[src/rtl/ksa_pkg.sv]
// Shared definitions for the pipelined Kogge-Stone add/subtract unit:
// operation encoding, prefix level count and the level-to-stage mapping.
package ksa_pkg;

   typedef enum logic [1:0] {
      ADD = 2'd0,
      SUB = 2'd1,
      ADC = 2'd2,
      SBB = 2'd3
   } op_e;

   // Number of Kogge-Stone levels for a power-of-two width.
   function automatic int ksa_levels(input int width);
      return $clog2(width);
   endfunction

   // Stage that evaluates prefix level lvl. Levels are shared evenly and the
   // remainder lands in the last stage; with more stages than levels the
   // early stages are pure operand registers and the last one does all levels.
   function automatic int level_stage(input int lvl, input int levels, input int stages);
      int per;
      per = levels / stages;
      if (per == 0) return stages - 1;
      if ((lvl / per) > (stages - 1)) return stages - 1;
      return lvl / per;
   endfunction

endpackage

[src/rtl/ksa_prefix_level.sv]
// One combinational Kogge-Stone level: combines each (g,p) pair with the pair
// DIST positions below it. Positions below DIST are already complete groups.
module ksa_prefix_level #(
   parameter int WIDTH = 32,
   parameter int DIST  = 1
) (
   input  logic [WIDTH-1:0] g_in,
   input  logic [WIDTH-1:0] p_in,
   output logic [WIDTH-1:0] g_out,
   output logic [WIDTH-1:0] p_out
);

   genvar gi;
   generate
      for (gi = 0; gi < WIDTH; gi++) begin : g_bit
         if (gi >= DIST) begin : g_comb
            assign g_out[gi] = g_in[gi] | (p_in[gi] & g_in[gi-DIST]);
            assign p_out[gi] = p_in[gi] & p_in[gi-DIST];
         end else begin : g_pass
            assign g_out[gi] = g_in[gi];
            assign p_out[gi] = p_in[gi];
         end
      end
   endgenerate

endmodule

[src/rtl/ksa_pipe.sv]
// Pipelined Kogge-Stone add/subtract unit with valid/ready handshake.
// Optional build macro KSA_PIPE_SAT_EN adds a 'sat' input that clamps
// signed-overflowing results to the signed limit.
module ksa_pipe
   import ksa_pkg::*;
#(
   parameter int WIDTH  = 32,
   parameter int STAGES = 2
) (
   input  logic             clk,
   input  logic             rst,
   input  logic             in_valid,
   output logic             in_ready,
   input  logic [WIDTH-1:0] a,
   input  logic [WIDTH-1:0] b,
   input  logic             cin,
   input  logic [1:0]       op,
`ifdef KSA_PIPE_SAT_EN
   input  logic             sat,
`endif
   output logic             out_valid,
   input  logic             out_ready,
   output logic [WIDTH-1:0] sum,
   output logic             cout,
   output logic             ovf,
   output logic             zero
);

   localparam int LEVELS = ksa_levels(WIDTH);

   op_e              op_sel;
   logic [WIDTH-1:0] b_eff;
   logic             c0;
   logic [WIDTH-1:0] pre_g;
   logic [WIDTH-1:0] pre_p;
   logic [WIDTH-1:0] pre_g_fold;
   logic             pre_sat;
   logic             advance;

   logic             out_valid_reg;
   logic [WIDTH-1:0] sum_reg;
   logic             cout_reg;
   logic             ovf_reg;
   logic             zero_reg;

   assign op_sel = op_e'(op);

`ifdef KSA_PIPE_SAT_EN
   assign pre_sat = sat;
`else
   assign pre_sat = 1'b0;
`endif

   // Subtraction is a + ~b + 1; the op picks the inverted operand and carry-in.
   always_comb begin
      b_eff = b;
      c0    = 1'b0;
      case (op_sel)
         ADD: ;
         SUB: begin b_eff = ~b; c0 = 1'b1; end
         ADC: c0 = cin;
         SBB: begin b_eff = ~b; c0 = ~cin; end
         default: ;
      endcase
   end

   assign pre_g = a & b_eff;
   assign pre_p = a ^ b_eff;
   // Folding c0 into bit 0 makes every group generate a true carry, so
   // clog2(WIDTH) levels are enough to reach carry[WIDTH].
   assign pre_g_fold = {pre_g[WIDTH-1:1], pre_g[0] | (pre_p[0] & c0)};

   // Global stall: every stage moves when the output slot is free or drained.
   assign advance  = ~out_valid_reg | out_ready;
   assign in_ready = advance;

   genvar gi, gk;
   generate
      for (gi = 0; gi < STAGES; gi++) begin : g_stage
         logic             st_valid;
         logic             st_c0;
         logic             st_sign;
         logic             st_sat;
         logic [WIDTH-1:0] st_p0;
         logic [WIDTH-1:0] ch_g [0:LEVELS];
         logic [WIDTH-1:0] ch_p [0:LEVELS];

         if (gi == 0) begin : g_src
            assign st_valid = in_valid;
            assign st_c0    = c0;
            assign st_sign  = a[WIDTH-1];
            assign st_sat   = pre_sat;
            assign st_p0    = pre_p;
            assign ch_g[0]  = pre_g_fold;
            assign ch_p[0]  = pre_p;
         end else begin : g_src
            assign st_valid = g_stage[gi-1].g_pipe.valid_reg;
            assign st_c0    = g_stage[gi-1].g_pipe.c0_reg;
            assign st_sign  = g_stage[gi-1].g_pipe.sign_reg;
            assign st_sat   = g_stage[gi-1].g_pipe.sat_reg;
            assign st_p0    = g_stage[gi-1].g_pipe.p0_reg;
            assign ch_g[0]  = g_stage[gi-1].g_pipe.gen_reg;
            assign ch_p[0]  = g_stage[gi-1].g_pipe.prop_reg;
         end

         for (gk = 0; gk < LEVELS; gk++) begin : g_lvl
            if (level_stage(gk, LEVELS, STAGES) == gi) begin : g_on
               ksa_prefix_level #(
                  .WIDTH (WIDTH),
                  .DIST  (1 << gk)
               ) u_level (
                  .g_in  (ch_g[gk]),
                  .p_in  (ch_p[gk]),
                  .g_out (ch_g[gk+1]),
                  .p_out (ch_p[gk+1])
               );
            end else begin : g_off
               assign ch_g[gk+1] = ch_g[gk];
               assign ch_p[gk+1] = ch_p[gk];
            end
         end

         if (gi < STAGES - 1) begin : g_pipe
            logic             valid_reg;
            logic             c0_reg;
            logic             sign_reg;
            logic             sat_reg;
            logic [WIDTH-1:0] p0_reg;
            logic [WIDTH-1:0] gen_reg;
            logic [WIDTH-1:0] prop_reg;

            // Intermediate stage register; reset drops whatever is in flight.
            always_ff @(posedge clk) begin
               if (rst) begin
                  valid_reg <= 1'b0;
                  c0_reg    <= 1'b0;
                  sign_reg  <= 1'b0;
                  sat_reg   <= 1'b0;
                  p0_reg    <= '0;
                  gen_reg   <= '0;
                  prop_reg  <= '0;
               end else if (advance) begin
                  valid_reg <= st_valid;
                  c0_reg    <= st_c0;
                  sign_reg  <= st_sign;
                  sat_reg   <= st_sat;
                  p0_reg    <= st_p0;
                  gen_reg   <= ch_g[LEVELS];
                  prop_reg  <= ch_p[LEVELS];
               end
            end
         end else begin : g_out
            logic [WIDTH-1:0] carry;
            logic [WIDTH-1:0] raw_sum;
            logic [WIDTH-1:0] res_sum;
            logic             raw_cout;
            logic             raw_ovf;
            logic             unused_prop;

            // Group generate i is the carry into bit i+1; c0 is carry[0].
            assign carry       = {ch_g[LEVELS][WIDTH-2:0], st_c0};
            assign raw_sum     = st_p0 ^ carry;
            assign raw_cout    = ch_g[LEVELS][WIDTH-1];
            assign raw_ovf     = ch_g[LEVELS][WIDTH-1] ^ ch_g[LEVELS][WIDTH-2];
            assign unused_prop = ^ch_p[LEVELS];

            // Saturation clamps toward the sign shared by both operands.
            always_comb begin
               res_sum = raw_sum;
               if (st_sat && raw_ovf) begin
                  res_sum = st_sign ? {1'b1, {(WIDTH-1){1'b0}}} : {1'b0, {(WIDTH-1){1'b1}}};
               end
            end

            // Output register; holds while the consumer stalls.
            always_ff @(posedge clk) begin
               if (rst) begin
                  out_valid_reg <= 1'b0;
                  sum_reg       <= '0;
                  cout_reg      <= 1'b0;
                  ovf_reg       <= 1'b0;
                  zero_reg      <= 1'b0;
               end else if (advance) begin
                  out_valid_reg <= st_valid;
                  sum_reg       <= res_sum;
                  cout_reg      <= raw_cout;
                  ovf_reg       <= raw_ovf;
                  zero_reg      <= ~|res_sum;
               end
            end
         end
      end
   endgenerate

   assign out_valid = out_valid_reg;
   assign sum       = sum_reg;
   assign cout      = cout_reg;
   assign ovf       = ovf_reg;
   assign zero      = zero_reg;

endmodule
[config.mk]
export PLATFORM = sky130hd
export DESIGN_NAME = ksa_pipe
export DESIGN_NICKNAME = d
export VERILOG_FILES = /design/src/rtl/ksa_pkg.sv /design/src/rtl/ksa_prefix_level.sv /design/src/rtl/ksa_pipe.sv
export SDC_FILE = /design/constraint.sdc
export NUM_CORES = 1
export LEC_CHECK = 0
export CORE_ASPECT_RATIO = 2
export CORE_UTILIZATION = 45
export DETAILED_ROUTE_END_ITERATION = 16
export PLACE_DENSITY = 0.69
export SLEW_MARGIN = 20
export SYNTH_ARGS = -nofsm -noshare
export SYNTH_HDL_FRONTEND = slang
export SYNTH_SLANG_ARGS = --single-unit
[constraint.sdc]
create_clock -name clk -period 6.8 [get_ports clk]
set_input_delay 1.02 -clock clk [delete_from_list [all_inputs] [get_ports clk]]
set_output_delay 1.02 -clock clk [all_outputs]
set_load 0.005 [all_outputs]
After elaboration in Yosys (flattened, before gate mapping)
Index checks and enable logic that the tools add are counted.
{"block": "word_totals", "in_bits": 71, "reg_bits": 134, "word_cells": 387}
{"block": "classes", "reduce_logical": 3, "muxes": 2, "eq_ne": 3, "bitwise_logic": 369}
{"cell": "$and A1 B1 Y1", "count": 231}
{"cell": "$or A1 B1 Y1", "count": 131}
{"cell": "$xor A32 B32 Y32", "count": 2}
{"cell": "$and A32 B32 Y32", "count": 1}
{"cell": "$mux W32", "count": 1}
{"cell": "$not A32 Y32", "count": 1}
{"cell": "$reduce_or A32 Y1", "count": 1}
{"cell": "$eq A2 B2 Y1 const B", "count": 2}
{"cell": "$pmux W1 S3", "count": 1}
{"cell": "$eq A2 B1 Y1 const B", "count": 1}
{"cell": "$not A1 Y1", "count": 2}
{"cell": "$reduce_or A2 Y1", "count": 1}
{"cell": "$logic_not A1 Y1", "count": 1}
{"cell": "$xor A1 B1 Y1", "count": 1}

Logic depth before layout (Yosys ltp)
Gate-level depths: netlist of the first run.
{"block": "depth", "word_depth": 10, "mapped_depth": 9}

By module
From an unflattened synthesis of the first run, not the netlist that was laid out.
{"block": "unflattened", "cells_unflattened": 983, "area_unflattened_um2": 7916.3}
{"mod": "ksa_pipe", "area_per_inst_um2": 5625.4, "instances": 1, "cells_each": 663, "seq_area_each_um2": 2682.6}
{"mod": "ksa_prefix_level (g_stage[1].g_lvl[4].g_on.u_level)", "area_per_inst_um2": 480.5, "instances": 1, "cells_each": 64, "seq_area_each_um2": 0.0}
{"mod": "ksa_prefix_level (g_stage[1].g_lvl[3].g_on.u_level)", "area_per_inst_um2": 466.7, "instances": 1, "cells_each": 64, "seq_area_each_um2": 0.0}
{"mod": "ksa_prefix_level (g_stage[1].g_lvl[2].g_on.u_level)", "area_per_inst_um2": 452.9, "instances": 1, "cells_each": 64, "seq_area_each_um2": 0.0}
{"mod": "ksa_prefix_level (g_stage[0].g_lvl[1].g_on.u_level)", "area_per_inst_um2": 446.7, "instances": 1, "cells_each": 64, "seq_area_each_um2": 0.0}
{"mod": "ksa_prefix_level (g_stage[0].g_lvl[0].g_on.u_level)", "area_per_inst_um2": 444.2, "instances": 1, "cells_each": 64, "seq_area_each_um2": 0.0}

Worst setup path after synthesis of the first run
No wires, ideal clock.
{"block": "synth_path", "kind": "in2out", "from": "input out_ready", "to": "output in_ready", "path_stages": 5, "arrival_time_ps": 1868, "required_time_ps": 5780, "path_slack_ps": 3912, "path_cell_list": "nor2b_1 > clkbuf_1 > inv_2 > clkbuf_1 > buf_1"}
{"block": "synth_via", "elab_chain_cells": 1}
{"element": "start: declaration", "line": "ksa_pipe.sv:22", "source": "input logic out_ready,"}
{"element": "$or A1 B1 Y1", "line": "ksa_pipe.sv:74", "source": "assign advance = ~out_valid_reg | out_ready;"}
{"element": "end: declaration", "line": "ksa_pipe.sv:13", "source": "output logic in_ready,"}
No other way between the ends.

Worst setup path after layout of the first run
Same ends and word-level chain as after synthesis.

==> results_dict.tcl, run 1 <==
set metrics [dict create \
    status "finished, final reports clean" \
    cts_hold_buf 0 \
    n_fill_cell 1389 \
    yosysTopAreaCellShare_pct 39.8 \
    finalSetupViolations 0 \
    cts.root.buffer_cell "clkbuf_16" \
    pin_count 108 \
    die_x_um 87.2 \
    tritoncts "built" \
    cp.depth 5 \
    finalNetCount 1011 \
    cp.required_ns 5.78 \
    crit_path_start "out_ready" \
    final_critical_path_setup_slack_ns 2.65 \
    h-tree-depth 4 \
    multi_input_area_sq_um 3740 \
    reg2reg_setup_slack_ns 3.85 \
    synth_edf_count 0 \
    wl_mm 17.5 \
    final_max_slew_viol_count 0 \
    min_period_ns 4.15 \
    synth_top_area_cell "dfxtp_1" \
    rr_endpoint "g_stage[0].g_pipe.gen_reg[3]$_SDFFE_PP0P_" \
    crit_chain "clkdlybuf4s50_1 > nor2b_4 > buf_4 > clkinv_2 > clkdlybuf4s50_1" \
    via_count 6059 \
    coreArea_sq_um 14300 \
    grt_max_degree 99 \
    core.rowCount 62 \
    start_util_pct 45.8 \
    cp-start-kind "primary input" \
    port_buffers 107 \
    slew_headroom_pct 34.4 \
    grt_remaining_overflow 0 \
    dpl.hpwl_mm 12.2 \
    async_reset_ff_share_pct 0 \
    regArea_sq_um 2600 \
    syn_inst 825 \
    path_max_fanout 48 \
    regToRegStartpoint "out_valid$_SDFFE_PP0P_" \
    powerDensity_nw_per_um2 290 \
    utilization_pct 58.6 \
    drive_above_1_share_pct 5.65 \
    diodes 0 \
    drt_iter0_drc 481 \
    end_kind "output port" \
    cpLargestDelayFamily "buffers and inverters" \
    ys_seq_area_share_pct 39.8 \
    gp_congestion 0.836 \
    crit_buf_inv 4 \
    fp.dieH_um 172 \
    critical_path.max_stage_delay_ns 0.59 \
    wl_per_cell_um 15.7 \
    ys_ff_latch 130 \
    post_synth.cell_area_avg_sq_um 7.93 \
    synth_area_sq_um 6540 \
    ys.warnings.count 0 \
    grt_pass1_vias 5606 \
    routed_via_density 5.44 \
    tns_ns 0 \
    syn_to_final_growth_pct 27.9 \
    first_pass_iters 5 \
    cts_resized 0 \
    drt.antenna.violating_nets 0 \
    synthFlopType "dfxtp_1" \
    worst_pin_slew_ns 0.984 \
    worstSkewPairLatency_ns 0.42 \
    pre_cts_ws_ns 2.65 \
    hp-start "sum[12]$_SDFFE_PP0P_" \
    worstSetupEndpoint "in_ready" \
    grt.total_usage_pct 24.5 \
    clock_skew_ns 0.00957 \
    grt_pass1_wl_mm 28.4 \
    synthTopCellsByArea "dfxtp_1, a21oi_1, nand2_1" \
    cts_inserted_buffers 17 \
    p_leak_nw 3.30 \
    cts_sinks 130 \
    dieArea_sq_um 15000 \
    maxCapViolCount 0 \
    syn_nets 928 \
    drc_errors 0 \
    period_share_pct 61.1 \
    max_freq_ghz 0.241 \
    report.final.hold_viol_count 0 \
    slowest_stage "clkdlybuf4s50_1" \
    crit_top_cell "clkdlybuf4s50_1" \
    ir_worst_vdd_mv 0.163 \
    crit_arrival_ns 3.13 \
    hp-class "reg -> reg" \
    postCtsSetupBuffers 0 \
    clock_path_buffers 2 \
    antenna_found_initial 0 \
    rsz0062_at_grt "false" \
    netlist-cell-type-count 58 \
    r2r_cells 8 \
    clk_pin_slew_ns 0.06 \
    crit_type "in -> out" \
]
final cells by class:
class                      count  share of cell area (%)
clock buffer                  19                    5.41
clock inverter                13                    2.48
multi-input combinational    641                    44.7
sequential                   130                    31.1
tap                          192                    2.87
timing repair buffer         111                    13.1
inverter                       7                   0.329
worst min-delay path by stage:
stage | to | slack [ns] | cells past startpoint
2_1_floorplan | g_stage[0].g_pipe.valid_reg$_SDFFE_PP0P_ | 0.43 | 2
3_3_place_gp | sum[12]$_SDFFE_PP0P_ | 0.44 | 2
3_5_place_dp | sum[12]$_SDFFE_PP0P_ | 0.44 | 2
4_1_cts | sum[12]$_SDFFE_PP0P_ | 0.45 | 2
5_1_grt | sum[8]$_SDFFE_PP0P_ | 0.47 | 2
6_report | sum[12]$_SDFFE_PP0P_ | 0.45 | 2
cell families after synthesis:
| kind of cell | synth area share [%] |
|---|---|
| buf+inv | 3.10 |
| xor+xnor | 8.17 |
| flops | 39.8 |
| fa+ha+maj | 6.12 |
| compound gates | 22.8 |
| mux | 0.383 |
| simple gates | 19.6 |
synth_stat cells (all sizes together) (3+ instances only):
cell,count
a211oi,18
a21o,4
a21oi,120
a221oi,3
a32oi,7
and2,3
and3,5
buf,3
clkbuf,44
dfxtp,130
ha,32
inv,7
nand2,126
nand2b,4
nand3,10
nand3b,3
nor2,110
nor2b,5
nor3,26
o211ai,22
o21a,4
o21ai,42
o31ai,3
xnor2,15
xor2,46
metal layers:
layer / part of all wire, % / routed length (um) / GRT usage [%]
met5: 0 / 0 / 0
met3: 2.8 / 492 / 3.72
met2: 53 / 9330 / 43.1
met4: 2.2 / 391 / 9.98
met1: 42 / 7270 / 29.1
through the flow:
step / power, mW / cells / hold WS (ns) / instance area (sq um)
after CTS: 2.44 / 1113 / 0.451 / 8370
after floorplan: 1.22 / 825 / 0.432 / 6540
after global placement: 1.42 / 1081 / 0.439 / 7710
after global routing: 2.54 / 1113 / 0.470 / 8370
final: 2.42 / 1113 / 0.449 / 8370
after detailed placement: 1.43 / 1081 / 0.444 / 7710
tightest hold or removal path: cells and delay by family (launching register included):
family / cells / cell delay [ns]
compound gates: 1 / 0.05
flops: 1 / 0.30
simple gates: 1 / 0.05
placed cells by master (no fill, tap or decap), types with 3 or more instances in the layout:
cell type,count
nand3_1,10
clkinv_2,3
nand2b_1,4
xnor2_1,15
xor2_1,46
o21ai_0,41
a21oi_1,119
nand2_1,126
ha_1,32
a21o_1,3
inv_1,6
nor2_1,110
nand3b_1,3
nor2b_1,4
dfxtp_1,130
clkdlybuf4s50_1,105
clkinvlp_4,4
o211ai_1,22
a211oi_1,17
clkbuf_16,17
bufinv_16,5
buf_4,5
nor3_1,26
o21a_1,4
a32oi_1,7
and3_1,5
power by group:
group | switching [mW] | leakage (nW) | internal, mW
clock | 0.340 | 0.311 | 0.669
combinational | 0.268 | 1.91 | 0.238
sequential | 0.0669 | 1.07 | 0.842
total | 0.675 | 3.30 | 1.75
Note: power is estimated with default switching activity, not from simulation.
==> run 2, diff against run 1 <==
==> constraint.sdc (replaced) <==
create_clock -name clk -period 4 [get_ports clk]
set_input_delay 0.6 -clock clk [delete_from_list [all_inputs] [get_ports clk]]
set_output_delay 0.6 -clock clk [all_outputs]
set_load 0.005 [all_outputs]
==> run 2 against run 1 <==
Net effect: combinational power is 71% higher; clock skew is 0.0018 ns lower; non-clock buffer count stayed put; critical path type unchanged; register-to-register slack worse by 2.3 ns; flip-flop and latch count stayed put; via count is 1.4% higher; design area is 0.60% lower; highest routed layer unchanged; wire length is 0.39% higher; sequential power is 69% higher; die area stayed put; total power is 62% higher.
==> results_dict.tcl, run 2 (same netlist as run 1, synthesis figures left out) <==
set metrics [dict create \
    worstSkewPairLatency_ns 0.41 \
    maxCapViolCount 0 \
    drc_errors 0 \
    period_share_pct 69.7 \
    critical_path.max_stage_delay_ns 0.56 \
    syn_to_final_growth_pct 27.2 \
    max_freq_ghz 0.358 \
    status "finished, final reports clean" \
    die_x_um 87.2 \
    routed_via_density 5.52 \
    antenna_found_initial 0 \
    report.final.hold_viol_count 0 \
    hold_depth 2 \
    grt_remaining_overflow 0 \
    slew_headroom_pct 34.8 \
    hp-class "reg -> reg" \
    rsz0062_at_grt "false" \
    final_max_slew_viol_count 0 \
    grt_max_degree 124 \
    rr_endpoint "zero$_SDFFE_PP0P_" \
    path_max_fanout 26 \
    cts_resized 0 \
    postCtsSetupBuffers 0 \
    clk_pin_slew_ns 0.06 \
    crit_arrival_ns 2.19 \
    cts_hold_buf 0 \
    clock_skew_ns 0.00776 \
    finalSetupViolations 0 \
    finalNetCount 1011 \
    grt_pass1_vias 5768 \
    coreArea_sq_um 14300 \
    worst_pin_slew_ns 0.979 \
    fp.dieH_um 172 \
    grt_pass1_wl_mm 28.1 \
    grt.total_usage_pct 24.1 \
    end_kind "output port" \
    p_leak_nw 3.28 \
    cp-start-kind "primary input" \
    crit_chain "clkdlybuf4s50_1 > nor2b_4 > clkinv_2 > clkdlybuf4s50_1" \
    p_int_mw 2.79 \
    p_comb_share_pct 22.1 \
    dpl.hpwl_mm 12.4 \
    hp-start "sum[11]$_SDFFE_PP0P_" \
    wl_per_cell_um 15.8 \
    cts_sinks 130 \
    powerDensity_nw_per_um2 471 \
    tns_ns 0 \
    p_sw_share_pct 28.9 \
    h-tree-depth 4 \
    drive_above_1_share_pct 5.65 \
    cts.root.buffer_cell "clkbuf_16" \
    reg2reg_setup_slack_ns 1.51 \
    wl_mm 17.6 \
    drt_iter0_drc 428 \
    port_buffers 107 \
    crit_top_cell "clkdlybuf4s50_1" \
    slowest_stage "clkdlybuf4s50_1" \
    worstHoldEndpoint "sum[11]$_SDFFE_PP0P_" \
    via_count 6145 \
    clock_path_buffers 2 \
    regToRegStartpoint "g_stage[0].g_pipe.gen_reg[2]$_SDFFE_PP0P_" \
    seqPwrFrac_pct 39.4 \
    cp.depth 4 \
    finalPower_mw 3.92 \
    utilization_pct 58.3 \
    crit_type "in -> out" \
    cpLargestDelayFamily "buffers and inverters" \
    final_common_cell "dfxtp_1" \
    first_pass_iters 5 \
    start_util_pct 45.8 \
    cts_inserted_buffers 17 \
    min_period_ns 2.79 \
    pin_count 108 \
    final_cell_mix "dfxtp_1, nand2_1, a21oi_1, nor2_1, clkdlybuf4s50_1" \
    drt.antenna.violating_nets 0 \
    gp_congestion 0.846 \
    ir_worst_vdd_mv 0.293 \
    tritoncts "built" \
    dieArea_sq_um 15000 \
    power_switching_mw 1.13 \
    diodes 0 \
    r2r_cells 7 \
    crit_buf_inv 3 \
    p_clk_share_pct 38.5 \
    core.rowCount 62 \
    cp.required_ns 3.40 \
]
[run 2: worst max path at each step]
stage                                                     end  slack, ns  startpoint
floorplan           g_stage[0].g_pipe.gen_reg[3]$_SDFFE_PP0P_       1.53       op[0]
global placement                            zero$_SDFFE_PP0P_       1.16   out_ready
detailed placement                          zero$_SDFFE_PP0P_       1.13   out_ready
CTS                                                  in_ready       1.21   out_ready
global route                                         in_ready       1.16   out_ready
finish                                               in_ready       1.21   out_ready
[run 2: final cells by class]
| type | instances | area (sq um) |
|---|---|---|
| tap | 192 | 240 |
| sequential | 130 | 2600 |
| clock buffer | 23 | 508 |
| inverter | 7 | 27.5 |
| multi-input combinational | 641 | 3740 |
| clock inverter | 9 | 77.6 |
| fill | 1399 | 5960 |
| timing repair buffer | 111 | 1120 |
[run 2: through the flow]
stage / instance area (sq um) / cells / setup slack, ns / hold WS, ns
after global placement: 7730 / 1081 / 1.16 / 0.438
after floorplan: 6540 / 825 / 1.53 / 0.432
final: 8320 / 1113 / 1.21 / 0.447
after global routing: 8320 / 1113 / 1.16 / 0.468
after CTS: 8320 / 1113 / 1.21 / 0.451
after detailed placement: 7730 / 1081 / 1.13 / 0.444
[run 2: layer usage]
layer / part of all wire (%) / GRT usage [%] / vias up
met5: 0 / 0 / -
met2: 51 / 42.4 / 186
li1: - / - / 3058
met3: 3.9 / 3.91 / 37
met4: 3.9 / 11.7 / 0
met1: 41 / 28.0 / 2864
[run 2: power groups by stage]
stage               logic (mW)  registers [mW]  clock network (mW)
floorplan                0.535            1.54                   0
global placement         0.856            1.57                   0
detailed placement       0.862            1.57                   0
CTS                      0.869            1.54                1.53
global route             0.964            1.56                1.58
finish                   0.866            1.54                1.51
[run 2: tightest hold or removal path, stage by stage (launching register included)]
cell	delay, ns
dfxtp_1	0.31
nand2_1	0.05
a21oi_1	0.05
